<file path="config.mk">
export PLATFORM = sky130hd
export DESIGN_NAME = stream_buffer
export DESIGN_NICKNAME = d
export VERILOG_FILES = /design/src/rtl/stream_buffer_pkg.sv /design/src/rtl/stream_fifo.sv /design/src/rtl/stream_buffer.sv
export SDC_FILE = /design/constraint.sdc
export NUM_CORES = 2
export LEC_CHECK = 0
export BUFFER_PORTS_ARGS = -buffer_cell sky130_fd_sc_hd__buf_2
export CAP_MARGIN = 20
export CORE_MARGIN = 5
export CORE_UTILIZATION = 25
export DETAILED_ROUTE_END_ITERATION = 16
export GPL_TIMING_DRIVEN = 0
export SLEW_MARGIN = 20
export SYNTH_ARGS = -nofsm -noshare
export SYNTH_HDL_FRONTEND = slang
export SYNTH_HIERARCHICAL = 1
export SYNTH_SLANG_ARGS = --single-unit
</file>
<file path="constraint.sdc">
create_clock -name eclk -period 18.1 [get_ports eclk]
set_input_delay 0.905 -clock eclk [delete_from_list [all_inputs] [get_ports eclk]]
set_output_delay 0.905 -clock eclk [all_outputs]
set_load 0.05 [all_outputs]
</file>
<file path="src/rtl/stream_buffer_pkg.sv">
// Shared widths and defaults for the stream buffer slice.
package stream_buffer_pkg;

  localparam int unsigned MEM_ADDR_WIDTH = 32;
  localparam int unsigned MEM_DATA_WIDTH = 256;
  localparam int unsigned STREAM_DEPTH   = 16;

endpackage

</file>
<file path="src/rtl/stream_fifo.sv">
// Synchronous FIFO, DW x DEPTH, with occupancy count and async active-low reset.
module stream_fifo #(
  parameter int unsigned DW    = 256,
  parameter int unsigned DEPTH = 16
) (
  input  logic                       clk,
  input  logic                       rst_n,
  input  logic                       push,
  input  logic [DW-1:0]              push_data,
  input  logic                       pop,
  output logic [DW-1:0]              pop_data,
  output logic [$clog2(DEPTH):0]     count,
  output logic                       empty,
  output logic                       full
);

  localparam int unsigned PW = $clog2(DEPTH);

  logic [DW-1:0] mem [DEPTH];
  logic [PW-1:0] wr_ptr;
  logic [PW-1:0] rd_ptr;
  logic          do_push;
  logic          do_pop;

  assign empty    = (count == '0);
  assign full     = (count == (PW+1)'(DEPTH));
  assign do_push  = push && !full;
  assign do_pop   = pop && !empty;
  assign pop_data = mem[rd_ptr];

  // Storage array write; contents need no reset since count gates reads.
  always_ff @(posedge clk) begin
    if (do_push) mem[wr_ptr] <= push_data;
  end

  // Pointer and occupancy tracking; pointers wrap naturally at DEPTH.
  always_ff @(posedge clk or negedge rst_n) begin
    if (!rst_n) begin
      wr_ptr <= '0;
      rd_ptr <= '0;
      count  <= '0;
    end else begin
      if (do_push) wr_ptr <= wr_ptr + PW'(1);
      if (do_pop)  rd_ptr <= rd_ptr + PW'(1);
      case ({do_push, do_pop})
        2'b10:   count <= count + (PW+1)'(1);
        2'b01:   count <= count - (PW+1)'(1);
        default: count <= count;
      endcase
    end
  end

  a_no_overflow: assert property (@(posedge clk) disable iff (!rst_n) !(push && full));

endmodule

</file>
<file path="src/rtl/stream_buffer.sv">
// Fetches [stream_base, stream_end) from memory and streams the words out in order.
module stream_buffer
  import stream_buffer_pkg::*;
#(
  parameter int unsigned DEPTH = STREAM_DEPTH,
  parameter int unsigned AW    = MEM_ADDR_WIDTH,
  parameter int unsigned DW    = MEM_DATA_WIDTH
) (
  input  logic          eclk,
  input  logic          rstb,
  input  logic          stream_start,
  input  logic [AW-1:0] stream_base,
  input  logic [AW-1:0] stream_end,
  input  logic          memc_cmd_full,
  output logic          rcmd_valid,
  output logic [AW-1:0] rcmd_addr,
  input  logic          rdata_valid,
  input  logic [DW-1:0] rdata,
  output logic [DW-1:0] bdata,
  output logic          bvalid,
  input  logic          bstall,
  output logic          stream_empty,
  output logic          collision_stream_done,
  output logic          rsp_err
);

  localparam int unsigned CW = $clog2(DEPTH) + 1;

  typedef enum logic [1:0] {IDLE, FETCH, DRAIN, DONE} state_t;

  state_t        state;
  logic [AW-1:0] nxt_addr;
  logic [AW-1:0] end_addr;
  logic [CW-1:0] outstanding;
  logic [CW-1:0] fifo_count;
  logic [DW-1:0] fifo_head;
  logic          fifo_empty;
  logic          fifo_full;
  logic          issue;
  logic          accept;
  logic          pop;

  // Credits cover both buffered entries and reads still in flight.
  assign issue  = (state == FETCH) && !memc_cmd_full && (nxt_addr != end_addr) &&
                  (({1'b0, fifo_count} + {1'b0, outstanding}) < (CW+1)'(DEPTH));
  assign accept = rdata_valid && (outstanding != '0);
  assign pop    = !bstall && !fifo_empty;

  assign rcmd_valid   = issue;
  assign rcmd_addr    = nxt_addr;
  assign stream_empty = fifo_empty && (outstanding == '0) && !bvalid;

  stream_fifo #(
    .DW    (DW),
    .DEPTH (DEPTH)
  ) u_fifo (
    .clk       (eclk),
    .rst_n     (rstb),
    .push      (accept),
    .push_data (rdata),
    .pop       (pop),
    .pop_data  (fifo_head),
    .count     (fifo_count),
    .empty     (fifo_empty),
    .full      (fifo_full)
  );

  // Stream control: address walk, drain detection and the registered done flag.
  always_ff @(posedge eclk or negedge rstb) begin
    if (!rstb) begin
      state                 <= IDLE;
      nxt_addr              <= '0;
      end_addr              <= '0;
      collision_stream_done <= 1'b0;
    end else begin
      case (state)
        IDLE, DONE: begin
          if (stream_start) begin
            nxt_addr              <= stream_base;
            // A reversed range collapses to an empty stream.
            end_addr              <= (stream_end < stream_base) ? stream_base : stream_end;
            collision_stream_done <= 1'b0;
            state                 <= FETCH;
          end
        end
        FETCH: begin
          if (issue) nxt_addr <= nxt_addr + AW'(1);
          if (nxt_addr == end_addr) state <= DRAIN;
        end
        DRAIN: begin
          if ((outstanding == '0) && fifo_empty && !bvalid) begin
            state                 <= DONE;
            collision_stream_done <= 1'b1;
          end
        end
        default: state <= IDLE;
      endcase
    end
  end

  // Reads in flight; stray returns with nothing outstanding raise the sticky error.
  always_ff @(posedge eclk or negedge rstb) begin
    if (!rstb) begin
      outstanding <= '0;
      rsp_err     <= 1'b0;
    end else begin
      case ({issue, accept})
        2'b10:   outstanding <= outstanding + CW'(1);
        2'b01:   outstanding <= outstanding - CW'(1);
        default: outstanding <= outstanding;
      endcase
      if (rdata_valid && (outstanding == '0)) rsp_err <= 1'b1;
    end
  end

  // Registered output beat; bdata holds between beats.
  always_ff @(posedge eclk or negedge rstb) begin
    if (!rstb) begin
      bvalid <= 1'b0;
      bdata  <= '0;
    end else begin
      bvalid <= pop;
      if (pop) bdata <= fifo_head;
    end
  end

endmodule

</file>
==> flow_metrics.tcl <==
set metrics [dict create \
    finalCritPeriodShare_pct 27.5 \
    path_clk_slew_ns 0.06 \
    areaGrowthSynthToFinish_pct 21.0 \
    cts_tree "built" \
    grt_usage_pct 14.1 \
    grt_pass1_vias 91692 \
    io_pins 619 \
    drive_gt1_share_pct 28.5 \
    stdcell_count 19981 \
    grt_first_pass_wirelength_um 724000 \
    dieArea_mm2 0.709 \
    cts_made_buffers 463 \
    crit_top_cell "nor2b_1" \
    slowest_stage "buf_2" \
    gp_congestion 0.814 \
    wl_per_cell_um 26.1 \
    cp_max_fo 11 \
    yosysWarnings 6 \
    fin_util_pct 30.3 \
    drv_slew 0 \
    core_mm2 0.690 \
    hold_class "in2reg" \
    die-width_um 842 \
    critPathArrivalTime_ns 5.91 \
    dp_cells 19052 \
    clock_latency_ns 1.05 \
    setup_viol 0 \
    powerDensity_mw_per_mm2 167 \
    fin_skew_ns 0.138 \
    via_per_inst 4.63 \
    cap_violations 0 \
    antenna_left 0 \
    nFillCells 67104 \
    grt-ovfl-total 0 \
    cts_resized 0 \
    tightest_slew_ns 1.11 \
    num_vias 92598 \
    min_period_ns 4.98 \
    clock-sinks 4439 \
    max-clock-path-buffers 4 \
    port_buffers 618 \
    crit_chain "nor4_1, nor2b_1, nor2_4, buf_16, clkbuf_2, buf_2, nor2b_1, clkbuf_2, ha_1, ha_1, nor2b_1, o21ai_0, a21oi_1, or3b_2, xnor2_1" \
    h-tree-depth 5 \
    cts_setup_buffers 0 \
    drt_pass1_iterations 6 \
    rsz0062_at_grt "no" \
    die_h_um 842 \
    end_kind "flop" \
    p_leak_nw 69.5 \
    hold_path_depth 3 \
    hold_viol_final 0 \
    grt_max_degree 76 \
    initialDrtViolationCount 9210 \
    worst_ir_drop_vdd_mv 0.126 \
    synth_nets 9283 \
    wl_um 522000 \
    max_stage_delay_ns 0.46 \
    worstSetupPathType "reg2reg" \
    r2r.worst_path.cells 15 \
    place_hpwl_um 372000 \
    run_status "complete, no violations" \
    synth_area_mm2 0.173 \
    fin_nets 10697 \
    maxSlewHeadroom_pct 26.2 \
    drc 0 \
    synth_cells 8904 \
    hold_buffers 11 \
    row_count 305 \
    start_util_pct 25.1 \
    critPathRequiredTime_ns 19.04 \
    finalSetupTns_ns 0 \
    post_synth.cell_area_avg_um2 19.4 \
    fmax_ghz 0.201 \
    cts_root_buffer "clkbuf_16" \
    start_kind "flop" \
    antenna_found_initial 182 \
]
==> power by group <==
group	switching, mW	total (mW)	internal (mW)
clock	4.09	9.34	5.25
combinational	8.32	12.6	4.26
sequential	0.428	13.0	12.6
total	12.8	34.9	22.1
==> layer usage <==
metal / GRT usage [%] / vias up / share of wire (%)
met5: 0 / - / 0.076
met4: 4.12 / 62 / 3.0
met3: 3.00 / 911 / 7.1
met2: 23.7 / 3411 / 49
met1: 18.4 / 48840 / 41
li1: - / 39374 / -
==> registers in the layout (all words and copies together) (netlist names) <==
register / count
u_fifo/rd_ptr: 4
rsp_err: 1
rcmd_addr: 32
bdata: 256
u_fifo/mem: 4096
bvalid: 1
end_addr: 32
state: 2
outstanding: 5
collision_stream_done: 1
u_fifo/wr_ptr: 4
u_fifo/count: 5
==> stage by stage <==
step	hold slack [ns]	setup WS [ns]	cell area, µm²	power (mW)
after global placement	0.485	-10.27	188000	26.3
after global routing	0.0722	12.78	209000	36.4
final	0.183	13.12	209000	34.9
after CTS	0.0171	12.62	209000	35.4
after detailed placement	0.490	12.38	194000	26.0
after floorplan	0.464	4.96	173000	21.1
==> worst max-delay path, delay by kind of cell (launching register included) <==
| kind | cells | cell delay [ns] |
|---|---|---|
| and+or+nand+nor | 6 | 1.76 |
| buffers and inverters | 4 | 1.42 |
| adders and majority gates | 2 | 0.69 |
| DFF | 1 | 0.43 |
| AOI/OAI and AO/OA | 2 | 0.34 |
| xor gates and xnor gates | 1 | 0.13 |
==> worst paths after layout <==
kind                              endpoint             from  slack [ns]
max in group asynchronous        bdata[61]             rstb       15.87
hold reg to reg                 bdata[164]       bdata[164]        0.50
hold / removal                end_addr[10]   stream_end[10]        0.18
min in group asynchronous     end_addr[26]             rstb        0.44
setup / recovery           u_fifo/count[4]  u_fifo/count[0]       13.12
setup reg to reg           u_fifo/count[4]  u_fifo/count[0]       13.12
==> cells in the final DEF, fill, tap and decap left out, types with 267 or more instances in the layout <==
cell       count
a21oi_1      321
a22oi_1      267
buf_2        781
clkbuf_1     352
clkbuf_16    463
dfrtp_1      343
edfxtp_1    4096
mux2_2       513
mux2i_1      773
mux4_2       512
nand2_1      305
o21ai_0      520
==> layout make-up <==
class	count	area (µm²)	share of cell area, %
Sequential cell	4439	132000	62.9
Multi-Input combinational cell	3907	38800	18.5
Clock buffer	600	12200	5.84
Tap cell	9210	11500	5.51
Timing Repair Buffer	949	9530	4.55
Clock inverter	262	2650	1.27
Buffer	508	2600	1.24
Inverter	50	188	0.0897
Antenna cell	56	140	0.0670
Power figures use the tool's default switching activity.
